**src/rtl/gate_deadtime_interlock.sv**
```systemverilog
// Gate drive interlock: dead-time insertion, shoot-through block, max on-time watchdog, fault latch.
// Optional GDI_INPUT_SYNC_EN adds 2-flop synchronizers on K1, K2 and flt_n.
module gate_deadtime_interlock #(
  parameter int DT_CYC     = 20,
  parameter int MAX_ON_CYC = 5000,
  parameter int CNT_W      = 16
) (
  input  logic       clk,
  input  logic       rst,
  input  logic       K1,
  input  logic       K2,
  input  logic       flt_n,
  input  logic       clr_fault,
  output logic       g_hi,
  output logic       g_lo,
  output logic       fault,
  output logic [1:0] fault_code,
  output logic       dt_active,
  output logic [7:0] pulse_cnt
);

  typedef enum logic [2:0] {S_DEAD, S_OFF, S_HI, S_LO, S_FAULT} state_t;

  localparam logic [CNT_W-1:0] DT_LAST = CNT_W'(DT_CYC - 1);
  localparam logic [CNT_W-1:0] MAX_ON  = CNT_W'(MAX_ON_CYC);

  localparam logic [1:0] CODE_NONE  = 2'b00;
  localparam logic [1:0] CODE_SHOOT = 2'b01;
  localparam logic [1:0] CODE_MAXON = 2'b10;
  localparam logic [1:0] CODE_EXT   = 2'b11;

  logic k1_s, k2_s, flt_n_s;

`ifdef GDI_INPUT_SYNC_EN
  logic [1:0] k1_sync_q, k2_sync_q, flt_sync_q;

  always_ff @(posedge clk) begin
    if (rst) begin
      k1_sync_q  <= 2'b00;
      k2_sync_q  <= 2'b00;
      flt_sync_q <= 2'b11;
    end else begin
      k1_sync_q  <= {k1_sync_q[0], K1};
      k2_sync_q  <= {k2_sync_q[0], K2};
      flt_sync_q <= {flt_sync_q[0], flt_n};
    end
  end

  assign k1_s    = k1_sync_q[1];
  assign k2_s    = k2_sync_q[1];
  assign flt_n_s = flt_sync_q[1];
`else
  assign k1_s    = K1;
  assign k2_s    = K2;
  assign flt_n_s = flt_n;
`endif

  function automatic logic [CNT_W-1:0] sat_inc_cnt(input logic [CNT_W-1:0] v);
    return (&v) ? v : v + CNT_W'(1);
  endfunction

  function automatic logic [7:0] sat_inc_pulse(input logic [7:0] v);
    return (&v) ? v : v + 8'd1;
  endfunction

  state_t           state_q, state_d;
  logic [CNT_W-1:0] cnt_q, cnt_d;
  logic [CNT_W-1:0] on_cnt_q, on_cnt_d;
  logic [7:0]       pulse_q, pulse_d;
  logic [1:0]       code_q, code_d;
  logic             g_hi_q, g_lo_q, fault_q, dt_q;

  always_comb begin
    state_d  = state_q;
    cnt_d    = cnt_q;
    on_cnt_d = on_cnt_q;
    pulse_d  = pulse_q;
    code_d   = code_q;
    case (state_q)
      S_DEAD: begin
        if (!flt_n_s) begin
          state_d = S_FAULT;
          code_d  = CODE_EXT;
        end else if (cnt_q == DT_LAST) begin
          state_d = S_OFF;
          cnt_d   = '0;
        end else begin
          cnt_d = cnt_q + CNT_W'(1);
        end
      end
      S_OFF: begin
        if (!flt_n_s) begin
          state_d = S_FAULT;
          code_d  = CODE_EXT;
        end else if (k1_s && k2_s) begin
          state_d = S_FAULT;
          code_d  = CODE_SHOOT;
        end else if (k1_s) begin
          state_d  = S_HI;
          on_cnt_d = CNT_W'(1);
        end else if (k2_s) begin
          state_d  = S_LO;
          on_cnt_d = CNT_W'(1);
        end
      end
      S_HI: begin
        if (!flt_n_s) begin
          state_d = S_FAULT;
          code_d  = CODE_EXT;
        end else if (k1_s && k2_s) begin
          state_d = S_FAULT;
          code_d  = CODE_SHOOT;
        end else if (MAX_ON_CYC != 0 && k1_s && on_cnt_q == MAX_ON) begin
          state_d = S_FAULT;
          code_d  = CODE_MAXON;
        end else if (!k1_s) begin
          state_d = S_DEAD;
          cnt_d   = '0;
          pulse_d = sat_inc_pulse(pulse_q);
        end else begin
          on_cnt_d = sat_inc_cnt(on_cnt_q);
        end
      end
      S_LO: begin
        if (!flt_n_s) begin
          state_d = S_FAULT;
          code_d  = CODE_EXT;
        end else if (k1_s && k2_s) begin
          state_d = S_FAULT;
          code_d  = CODE_SHOOT;
        end else if (MAX_ON_CYC != 0 && k2_s && on_cnt_q == MAX_ON) begin
          state_d = S_FAULT;
          code_d  = CODE_MAXON;
        end else if (!k2_s) begin
          state_d = S_DEAD;
          cnt_d   = '0;
          pulse_d = sat_inc_pulse(pulse_q);
        end else begin
          on_cnt_d = sat_inc_cnt(on_cnt_q);
        end
      end
      S_FAULT: begin
        // Leaving FAULT needs both commands idle so a stale command cannot re-fire a gate.
        if (clr_fault && !k1_s && !k2_s && flt_n_s) begin
          state_d = S_DEAD;
          cnt_d   = '0;
          code_d  = CODE_NONE;
        end
      end
      default: begin
        state_d = S_DEAD;
        cnt_d   = '0;
      end
    endcase
  end

  always_ff @(posedge clk) begin
    if (rst) begin
      state_q  <= S_DEAD;
      cnt_q    <= '0;
      on_cnt_q <= '0;
      pulse_q  <= '0;
      code_q   <= CODE_NONE;
      g_hi_q   <= 1'b0;
      g_lo_q   <= 1'b0;
      fault_q  <= 1'b0;
      dt_q     <= 1'b1;
    end else begin
      state_q  <= state_d;
      cnt_q    <= cnt_d;
      on_cnt_q <= on_cnt_d;
      pulse_q  <= pulse_d;
      code_q   <= code_d;
      g_hi_q   <= (state_d == S_HI);
      g_lo_q   <= (state_d == S_LO);
      fault_q  <= (state_d == S_FAULT);
      dt_q     <= (state_d == S_DEAD);
    end
  end

  assign g_hi       = g_hi_q;
  assign g_lo       = g_lo_q;
  assign fault      = fault_q;
  assign fault_code = code_q;
  assign dt_active  = dt_q;
  assign pulse_cnt  = pulse_q;

endmodule

```
**config.mk**
```make
export PLATFORM = sky130hd
export DESIGN_NAME = gate_deadtime_interlock
export DESIGN_NICKNAME = d
export VERILOG_FILES = /design/src/rtl/gate_deadtime_interlock.sv
export SDC_FILE = /design/constraint.sdc
export NUM_CORES = 1
export LEC_CHECK = 0
export CAP_MARGIN = 20
export CORE_MARGIN = 5
export CORE_UTILIZATION = 47
export CTS_CLUSTER_DIAMETER = 120
export DETAILED_ROUTE_END_ITERATION = 8
export PLACE_DENSITY_LB_ADDON = 0.1
export SKIP_CTS_REPAIR_TIMING = 1
export SYNTH_ARGS = -nofsm -noshare
export SYNTH_HDL_FRONTEND = slang
export SYNTH_SLANG_ARGS = --single-unit
```
**constraint.sdc**
```tcl
create_clock -name clk -period 4.2 [get_ports clk]
set_clock_uncertainty 0.15 [all_clocks]
set_input_delay 0.84 -clock clk [delete_from_list [all_inputs] [get_ports clk]]
set_output_delay 0.84 -clock clk [all_outputs]
set_load 0.05 [all_outputs]
```
Word-level counts from Yosys, hierarchy flattened
Index checks and enable logic that the tools add are counted. Widths: inputs -> output; s select.

Multiplexer cells: 63. Reduce and logical (&&, ||, !) cells: 19. Eq/ne operators: 28. Add/subtract/negate cells: 3. Bitwise gates (word level): 1.

Operator list (count): $mux 16 (24); $pmux 16 s5 (1); $mux 8 (9); $pmux 16 s3 (1); $mux 3 (15); $add 16x1->16 const B (2); $ne 2x2->1 const B (15); $mux 2 (10); $eq 16x13->1 const B (1); $eq 16x5->1 const B (1); $pmux 8 s2 (1); $reduce_and 16->1 (1); $pmux 3 s5 (1); $eq 3x2->1 const B (4); $reduce_and 12->1 (1); $reduce_and 11->1 (1); $pmux 2 s5 (1); $reduce_and 9->1 (1); $add 8x1->8 const B (1); $ne 4x4->1 const B (2); $reduce_and 8->1 (1); $eq 3x3->1 const B (2); $logic_and 1x1->1 (6); $logic_not 3->1 (2); other kinds (8) (10).

Register bits: 49.

Depth between registers and ports, before layout
Gate-level depths: netlist of run 1.

Depth in word-level cells: 7. Depth in mapped cells: 9. Depth with buffers taken out: 7.

Worst setup path after synthesis of run 1
Ideal clock, no wire load.

Path type: in2reg. Start: input port K2. End: register on_cnt_q[4]. Path buffers: 3. Stages on the path: 8. Setup slack: 1.650 ns. Arrival time: 2.272 ns. Cells stage by stage: buf_6 > and4bb_1 > o21ai_1 > or3b_4 > buf_6 > buf_4 > o311ai_0 > nand2_1.

Cells in the longest elaborated chain, start to end: 3. Elaborated cells between the ends (all ways): 9. Classes of those cells: eq/ne: 6; reduce/logical: 3.

Ends and longest elaborated chain: start: declaration (RTL line 11) `input logic K2,`; $logic_and 1x1->1 (on tied branches); $ne 2x2->1 (no line); $reduce_and 12->1 (no line) *; end signal: assignment (RTL line 171) `on_cnt_q <= on_cnt_d;`; end: declaration (RTL line 68) `logic [CNT_W-1:0] on_cnt_q, on_cnt_d;`.

Every way passes the cells marked *; elsewhere a longest branch is shown, timed or not. A chain may end at the register's enable or synchronous reset.

Worst setup path after layout of run 1
Start: input port K1. End: register cnt_q[13].

Cells in the longest elaborated chain, start to end: 6. Elaborated cells between the ends (all ways): 12. Classes of those cells: eq/ne: 5; reduce/logical: 7.

Ends and longest elaborated chain: start: declaration (RTL line 10) `input logic K1,`; $logic_not 1->1 (RTL line 144) `if (clr_fault && !k1_s && !k2_s && flt_n_s) begin`; $logic_and 1x1->1 (3 in series) (RTL line 144); $ne 2x2->1 (no line); $reduce_and 11->1 (no line) *; end signal: assignment (RTL line 170) `cnt_q <= cnt_d;`; end: declaration (RTL line 67) `logic [CNT_W-1:0] cnt_q, cnt_d;`.

Marks and branches as above.

==> run_results.csv, run 1 <==
group,metric,value,unit
die,die-area,7310,um^2
setup_path,arrival,3.21,ns
setup_path,critical_path.endpoint,"cnt_q[13]",
synthesis,synth_top_cell_by_area,"dfxtp_1",
setup_path,start_kind,"input port",
cells_and_area,final_common_cell,"dfxtp_1",
synthesis,synth_nets,335,
setup_path,critPathCaptureType,"flop",
setup_path,crit_fanout,13,
synthesis,yosysTopAreaCellShare,0.366,
synthesis,synth_cell_types,58,
cells_and_area,stdcell_area,2960,um^2
cells_and_area,final_cell_mix,"dfxtp_1, a21oi_1, nand2_1",
global_routing,grt_pass1_wl,10.5,mm
power_and_ir_drop,max-vdd-ir-drop,0.175,mV
place,dpl.hpwl,4.16,mm
power_and_ir_drop,total_leakage_power,0.982,nW
sta,hold_ws,0.329,ns
global_routing,grt_usage,0.172,
clock_tree,cts_tree,"yes",
sta,max_clock_freq,320,MHz
cells_and_area,area_growth,10.5,%
synthesis,ys_ff_latch,49,
setup_path,reg2reg_depth,7,
outcome,status,"complete, no violations",
global_routing,grt_max_degree,24,
global_routing,antenna_found_initial,0,
clock_tree,clk_latency,0.30,ns
sta,fin_crit,3.13,ns
synthesis,synthTopCellsByArea,"dfxtp_1, a21oi_1, nand4_1, nand2_1, or3_1",
drt,routed_wl,5.94,mm
cells_and_area,n_fill_cell,540,
clock_tree,cts_root_buf,"clkbuf_8",
drt,final_antenna_net_count,0,
synthesis,yosys_warnings,0,
setup_path,crit_type,"in2reg",
global_routing,gr-total-overflow,0,
synthesis,postSynthCellCount,325,
drt,drc,0,
sta,worst_slew_pin_slew,0.831,ns
clock_tree,htreeDepth,2,
synthesis,avgSynthCellArea,8.24,um^2
setup_path,startpoint,"K1",
setup_path,r2r_slack,1.68,ns
power_and_ir_drop,power_density,276,nW/um^2
die,ioPinCount,20,
place,placed_area,2880,um^2
drt,num_vias,2428,
drt,drtIter0Drc,155,
cells_and_area,final_cell_count_no_fill,409,
drt,firstDrtPassIters,4,
die,fp.dieW,85.5,um
cells_and_area,diodes,0,
sta,tns,0,ns
synthesis,synth_edf_count,0,
die,num_rows,27,
clock_tree,clock-sinks,49,
sta,hold_viol_final,0,
place,gp_congestion,0.828,
global_routing,grt_pass1_vias,2269,
setup_path,reg2reg_to,"on_cnt_q[8]",
sta,timing.final.crit_share,0.745,
die,core,5510,um^2
die,dieHeight,85.5,um
flow_run,cap_violations,0,
sta,setup_viol,0,
place,place_inst,401,
sta,max_slew_margin,0.444,
clock_tree,cts_buffers,5,
drt,via_per_inst,5.94,
clock_tree,clkTransAtPathRegs,0.09,ns
clock_tree,clockBufferDepth,2,
sta,drv_slew,0,
sta,rsz0062_at_grt,"no",
worst_hold_path,worstHoldPathType,"reg2reg",
setup_path,r2r_start,"on_cnt_q[0]",
setup_path,cp.required,4.28,ns
cells_and_area,drive_above_1_share,0.0534,
cells_and_area,nNetsFinal,346,
synthesis,synth_flop_cell,"dfxtp_1",
place,port-buffer-count,19,
synthesis,yosysSeqAreaShare,0.366,
synthesis,async_flop_share,0,
synthesis,netlist_area,2680,um^2
drt,wl_per_cell,14.5,um
die,start_util,0.486,
synth_stat cells (all sizes together) (2+ instances only):
library cell  number
nand2             22
ha                 4
a21oi             27
buf                7
or4                9
o211ai             2
nor3b              3
a21boi             2
o21a               5
o21ai             17
and4               2
a41o               3
nor2b              2
nor4               5
or3               13
clkbuf             9
nand2b             2
o2111ai            3
and3               6
and4bb             2
or2                5
nand3             16
dfxtp             49
mux2i              3
nand4             14
xnor2              6
o32ai              2
xor2               4
nor4b              6
a21o               2
o31ai              9
nor3              10
inv               15
and3b              2
and2               3
nor2              19
worst min path at each step:
stage	startpoint	endpoint	slack [ns]	cells after the start
finish	cnt_q[1]	cnt_q[1]	0.33	2
global route	fault_code[1]	fault_code[1]	0.37	2
CTS	cnt_q[1]	cnt_q[1]	0.33	2
detailed placement	fault_code[0]	fault_code[0]	0.31	2
global placement	cnt_q[1]	cnt_q[1]	0.31	2
floorplan	cnt_q[1]	cnt_q[1]	0.29	2
logic make-up after synthesis:
group,count (synthesis),synth area share
buffers and inverters,31,0.0547
muxes,3,0.0112
DFF,49,0.366
xor gates and xnor gates,10,0.0327
adders and majority gates,4,0.0187
AOI/OAI and AO/OA,83,0.203
and+or+nand+nor,145,0.314
area by class of cell:
cell class | count | area, um^2 | share of cell area
sequential | 49 | 981 | 0.332
multi-input combinational | 245 | 1550 | 0.524
timing repair buffer | 20 | 198 | 0.0668
tap | 72 | 90.1 | 0.0304
inverter | 15 | 56.3 | 0.0190
clock buffer | 7 | 76.3 | 0.0258
clock inverter | 1 | 7.51 | 0.00254
routing by layer:
| metal | up-vias | track usage | share of wire |
|---|---|---|---|
| met1 | 1136 | 0.236 | 0.50 |
| met4 | 0 | 0.0489 | 0.014 |
| met2 | 45 | 0.277 | 0.45 |
| met5 | - | 0 | 0 |
| met3 | 8 | 0.0311 | 0.036 |
| li1 | 1239 | - | - |
power by group:
group / switching (W) / leakage [nW] / total, W / internal (W)
sequential: 0.00000551 / 0.396 / 0.000476 / 0.000471
combinational: 0.0000439 / 0.547 / 0.0000701 / 0.0000262
clock: 0.000151 / 0.0385 / 0.000269 / 0.000118
stage by stage:
step	util	setup slack (ns)	power (W)
floorplan	-	1.65	0.000538
global placement	0.522	0.855	0.000556
detailed placement	0.522	0.766	0.000557
CTS	0.537	1.09	0.000829
global route	0.537	0.869	0.000854
finish	0.537	1.07	0.000815
critical path, stage by stage:
cell             delay (ns)
clkdlybuf4s50_1        0.60
and4bb_2               0.39
or3_1                  0.24
o211ai_1               0.38
or4_1                  0.61
a21oi_1                0.15
registers in the layout, indices dropped and copies added (netlist names):
signal	count
fault_code	2
fault	1
state_q	3
dt_active	1
g_lo	1
pulse_cnt	8
on_cnt_q	16
g_hi	1
cnt_q	16
(Power assumes the default switching activity.)
==> run 2, diff against run 1 <==
clock period = 3.1 ns   (was 4.2 ns; I/O delays follow)
==> run 2 against run 1 <==
Sequential power rose by 36%. Clock power is 76% higher. Via count is 0.70% higher. Largest cell class unchanged. Largest power group unchanged. Highest routed layer unchanged.
==> run_results.csv, run 2 (synthesis gave the netlist of run 1 again) <==
group,metric,value,unit
worst_hold_path,worstHoldPathType,"reg2reg",
cells_and_area,diodes,0,
power_and_ir_drop,p_total,0.00122,W
sta,rsz0062_at_grt,"no",
sta,setup_viol,0,
drt,via_per_inst,5.88,
place,place_inst,408,
drt,num_vias,2445,
clock_tree,clock-sinks,49,
setup_path,crit_chain,"clkdlybuf4s50_1 > and2b_2 > o21ai_1 > or3b_4 > or4_1 > a21oi_1",
cells_and_area,drive_above_1_share,0.0756,
clock_tree,clkTransAtPathRegs,0.09,ns
clock_tree,cts_tree,"yes",
setup_path,start_kind,"input port",
sta,max_slew_margin,0.504,
power_and_ir_drop,total_leakage_power,1.04,nW
die,core,5510,um^2
cells_and_area,final_cell_mix,"dfxtp_1, a21oi_1, nand2_1",
die,fp.dieW,85.5,um
place,dpl.hpwl,4.23,mm
die,start_util,0.486,
clock_tree,cts_buffers,5,
cells_and_area,area_growth,13.7,%
global_routing,antenna_found_initial,0,
setup_path,cp.required,3.18,ns
place,port-buffer-count,19,
die,ioPinCount,20,
cells_and_area,final_cell_count_no_fill,416,
global_routing,grt_max_degree,24,
die,num_rows,27,
sta,tns,0,ns
cells_and_area,final_common_cell,"dfxtp_1",
clock_tree,htreeDepth,2,
global_routing,gr-total-overflow,0,
setup_path,path_delay_family,"simple AND/OR/NAND/NOR gates",
drt,final_antenna_net_count,0,
setup_path,worst-path-buf-inv,1,
setup_path,crit_fanout,23,
cells_and_area,post-route-util,0.553,
power_and_ir_drop,max-vdd-ir-drop,0.227,mV
global_routing,grt_usage,0.175,
drt,drc,0,
setup_path,crit_type,"in2reg",
drt,routed_wl,6.02,mm
sta,timing.final.crit_share,0.876,
setup_path,arrival,2.80,ns
sta,fin_crit,2.72,ns
global_routing,grt_pass1_wl,10.8,mm
sta,hold_ws,0.332,ns
drt,firstDrtPassIters,5,
drt,drtIter0Drc,95,
setup_path,max_stage_delay,0.66,ns
die,dieHeight,85.5,um
power_and_ir_drop,power_density,399,nW/um^2
outcome,status,"complete, no violations",
sta,drv_slew,0,
clock_tree,clk_latency,0.30,ns
sta,worst_slew_pin_slew,0.744,ns
sta,max_clock_freq,368,MHz
drt,wl_per_cell,14.5,um
flow_run,cap_violations,0,
setup_path,slowest_stage,"clkdlybuf4s50_1",
die,die-area,7310,um^2
clock_tree,cts_root_buf,"clkbuf_8",
sta,hold_viol_final,0,
clock_tree,clockBufferDepth,2,
setup_path,critPathCaptureType,"flop",
cells_and_area,nNetsFinal,353,
place,gp_congestion,0.856,
global_routing,grt_pass1_vias,2410,
## run 2: changes by cell type in the layout (fill, tap and decap cells not counted)
cell and delta:
bufinv_16 +1, clkbuf_1 -1, buf_4 +7, clkbuf_8 +1, clkinvlp_4 -1
## run 2: stage by stage
step | area, um^2 | setup WS [ns]
finish | 3040 | 0.384
global route | 3040 | 0.252
CTS | 3040 | 0.408
detailed placement | 2930 | 0.107
global placement | 2930 | 0.162
floorplan | 2680 | 0.770
## run 2: final timing paths
check,from,endpoint,slack (ns),cells past startpoint
worst max-delay path,flt_n,on_cnt_q[14],0.38,6
worst min-delay path,cnt_q[1],cnt_q[1],0.33,2
worst max register to register,on_cnt_q[0],on_cnt_q[14],0.59,7
worst min register to register,cnt_q[1],cnt_q[1],0.33,2
## run 2: tightest hold or removal path: stages, from the launching register on
cell	delay (ns)
dfxtp_1	0.33
nand2_1	0.06
a21oi_1	0.05
## run 2: report_power, final
part / internal, W / switching [W] / total, W
sequential: 0.000638 / 0.00000754 / 0.000645
combinational: 0.0000385 / 0.0000595 / 0.0000980
clock: 0.000263 / 0.000210 / 0.000473
## run 2: layout make-up
class,instances,area (um^2)
tap,72,90.1
sequential,49,981
inverter,15,56.3
timing repair buffer,27,250
fill,540,2460
multi-input combinational,245,1550
clock inverter,1,30.0
clock buffer,7,86.3
## run 2: per-layer routing
metal / vias to the layer above / routed length, um / track usage
met2: 29 / 2800 / 0.295
met3: 5 / 181 / 0.0437
met1: 1160 / 2980 / 0.223
li1: 1251 / - / -
met5: - / 0 / 0
met4: 0 / 57 / 0.0460
==> run 3, diff against run 2 <==
clock period = 2.29 ns   (was 3.1 ns; I/O delays follow)
==> run 3 against run 2 <==
Sequential share of layout area fell by 3.8 points. Critical endpoint is now on_cnt_q[13]. Critical path depth rose by 1. First-iteration DRC count rose by 110%. Clock power rose by 12%. Sequential cell count did not move. Global-route usage rose by 1.1 points.
==> run_results.csv, run 3 (synthesis gave the netlist of run 1 again) <==
group,metric,value,unit
worst_hold_path,min_path_cells,2,
power_and_ir_drop,power_density,455,nW/um^2
cells_and_area,post-route-util,0.628,
die,start_util,0.486,
clock_tree,clkTransAtPathRegs,0.09,ns
cells_and_area,drive_above_1_share,0.228,
place,dpl.hpwl,4.71,mm
power_and_ir_drop,p_total,0.00157,W
worst_hold_path,worstHoldPathType,"reg2reg",
power_and_ir_drop,max-vdd-ir-drop,0.308,mV
die,num_rows,27,
clock_tree,cts_tree,"yes",
cells_and_area,n_fill_cell,482,
clock_tree,clk_latency,0.30,ns
setup_path,crit_fanout,8,
power_and_ir_drop,total_leakage_power,1.30,nW
die,die-area,7310,um^2
cells_and_area,diodes,0,
global_routing,grt_max_degree,18,
drt,routed_wl,6.65,mm
sta,setup_viol,0,
die,ioPinCount,20,
place,gp_congestion,0.894,
die,fp.dieW,85.5,um
setup_path,crit_type,"reg2reg",
global_routing,grt_pass1_vias,2503,
die,core,5510,um^2
place,port-buffer-count,19,
global_routing,gr-total-overflow,0,
power_and_ir_drop,p_int,0.00119,W
setup_path,reg2reg_depth,7,
sta,drv_slew,0,
drt,drc,0,
power_and_ir_drop,pwr-share-comb,0.110,
cells_and_area,regArea,983,um^2
global_routing,grt_usage,0.186,
setup_path,critPathCaptureType,"flop",
sta,timing.final.crit_share,0.954,
power_and_ir_drop,clkPwrFrac,0.338,
power_and_ir_drop,switching_power,0.000387,W
cells_and_area,final_common_cell,"buf_4",
cells_and_area,area_growth,29.1,%
place,placed_area,3240,um^2
setup_path,r2r_slack,0.11,ns
outcome,status,"complete, no violations",
setup_path,start_kind,"flop",
sta,rsz0062_at_grt,"no",
drt,drtIter0Drc,199,
cells_and_area,nNetsFinal,399,
cells_and_area,multi_input_area,1630,um^2
die,dieHeight,85.5,um
global_routing,grt_pass1_wl,11.4,mm
cells_and_area,stdcell_area,3460,um^2
sta,hold_viol_final,0,
power_and_ir_drop,seqPwrFrac,0.553,
global_routing,antenna_found_initial,0,
sta,max_slew_margin,0.662,
sta,fin_crit,2.18,ns
drt,via_per_inst,5.79,
drt,firstDrtPassIters,4,
clock_tree,clockBufferDepth,2,
clock_tree,cts_root_buf,"clkbuf_8",
setup_path,cp.required,2.38,ns
sta,max_clock_freq,458,MHz
setup_path,arrival,2.27,ns
drt,final_antenna_net_count,0,
flow_run,cap_violations,0,
power_and_ir_drop,swShare,0.246,
drt,num_vias,2677,
clock_tree,clock-sinks,49,
sta,worst_slew_pin_slew,0.505,ns
cells_and_area,final_cell_mix,"buf_4, dfxtp_1, a21oi_1",
clock_tree,htreeDepth,2,
clock_tree,cts_buffers,5,
drt,wl_per_cell,14.4,um
run 3: stage by stage:
step	TNS, ns	instances	setup WS [ns]	hold slack (ns)
detailed placement	-10.10	450	-0.386	0.314
global route	0	462	0.00558	0.372
CTS	-0.231	458	-0.0555	0.333
global placement	-8.37	450	-0.339	0.312
floorplan	0	325	0.0856	0.294
finish	0	462	0.105	0.330
run 3: final cells by class:
type / count / share of cell area
multi-input cells: 246 / 0.472
clock inverters: 2 / 0.00398
flip-flops and latches: 49 / 0.284
well taps: 72 / 0.0261
repair buffers: 72 / 0.173
clock buffers: 6 / 0.0239
inverters: 15 / 0.0163
run 3: final timing paths:
path / from / to
setup reg to reg: on_cnt_q[0] / on_cnt_q[13]
hold reg to reg: fault_code[0] / fault_code[0]
hold / removal: fault_code[0] / fault_code[0]
setup / recovery: on_cnt_q[0] / on_cnt_q[13]
run 3: per-layer routing:
metal / up-vias / wire length [um] / GRT usage
met5: - / 0 / 0
li1: 1353 / - / -
met1: 1272 / 3250 / 0.254
met3: 5 / 232 / 0.0301
met4: 0 / 67 / 0.0432
met2: 47 / 3100 / 0.307
run 3: power by group through the flow:
stage | Sequential [W] | Combinational, W | Clock (W)
floorplan | 0.000910 | 0.0000756 | 0
global placement | 0.000889 | 0.000167 | 0
detailed placement | 0.000890 | 0.000167 | 0
CTS | 0.000870 | 0.000169 | 0.000552
global route | 0.000872 | 0.000187 | 0.000588
finish | 0.000869 | 0.000173 | 0.000531
run 3: critical path, stage by stage, from the launching register on:
cell	delay [ns]
dfxtp_2	0.33
buf_4	0.14
ha_2	0.20
nand3_1	0.10
nor4_2	0.07
or3b_4	0.47
or4_1	0.54
a21oi_1	0.13
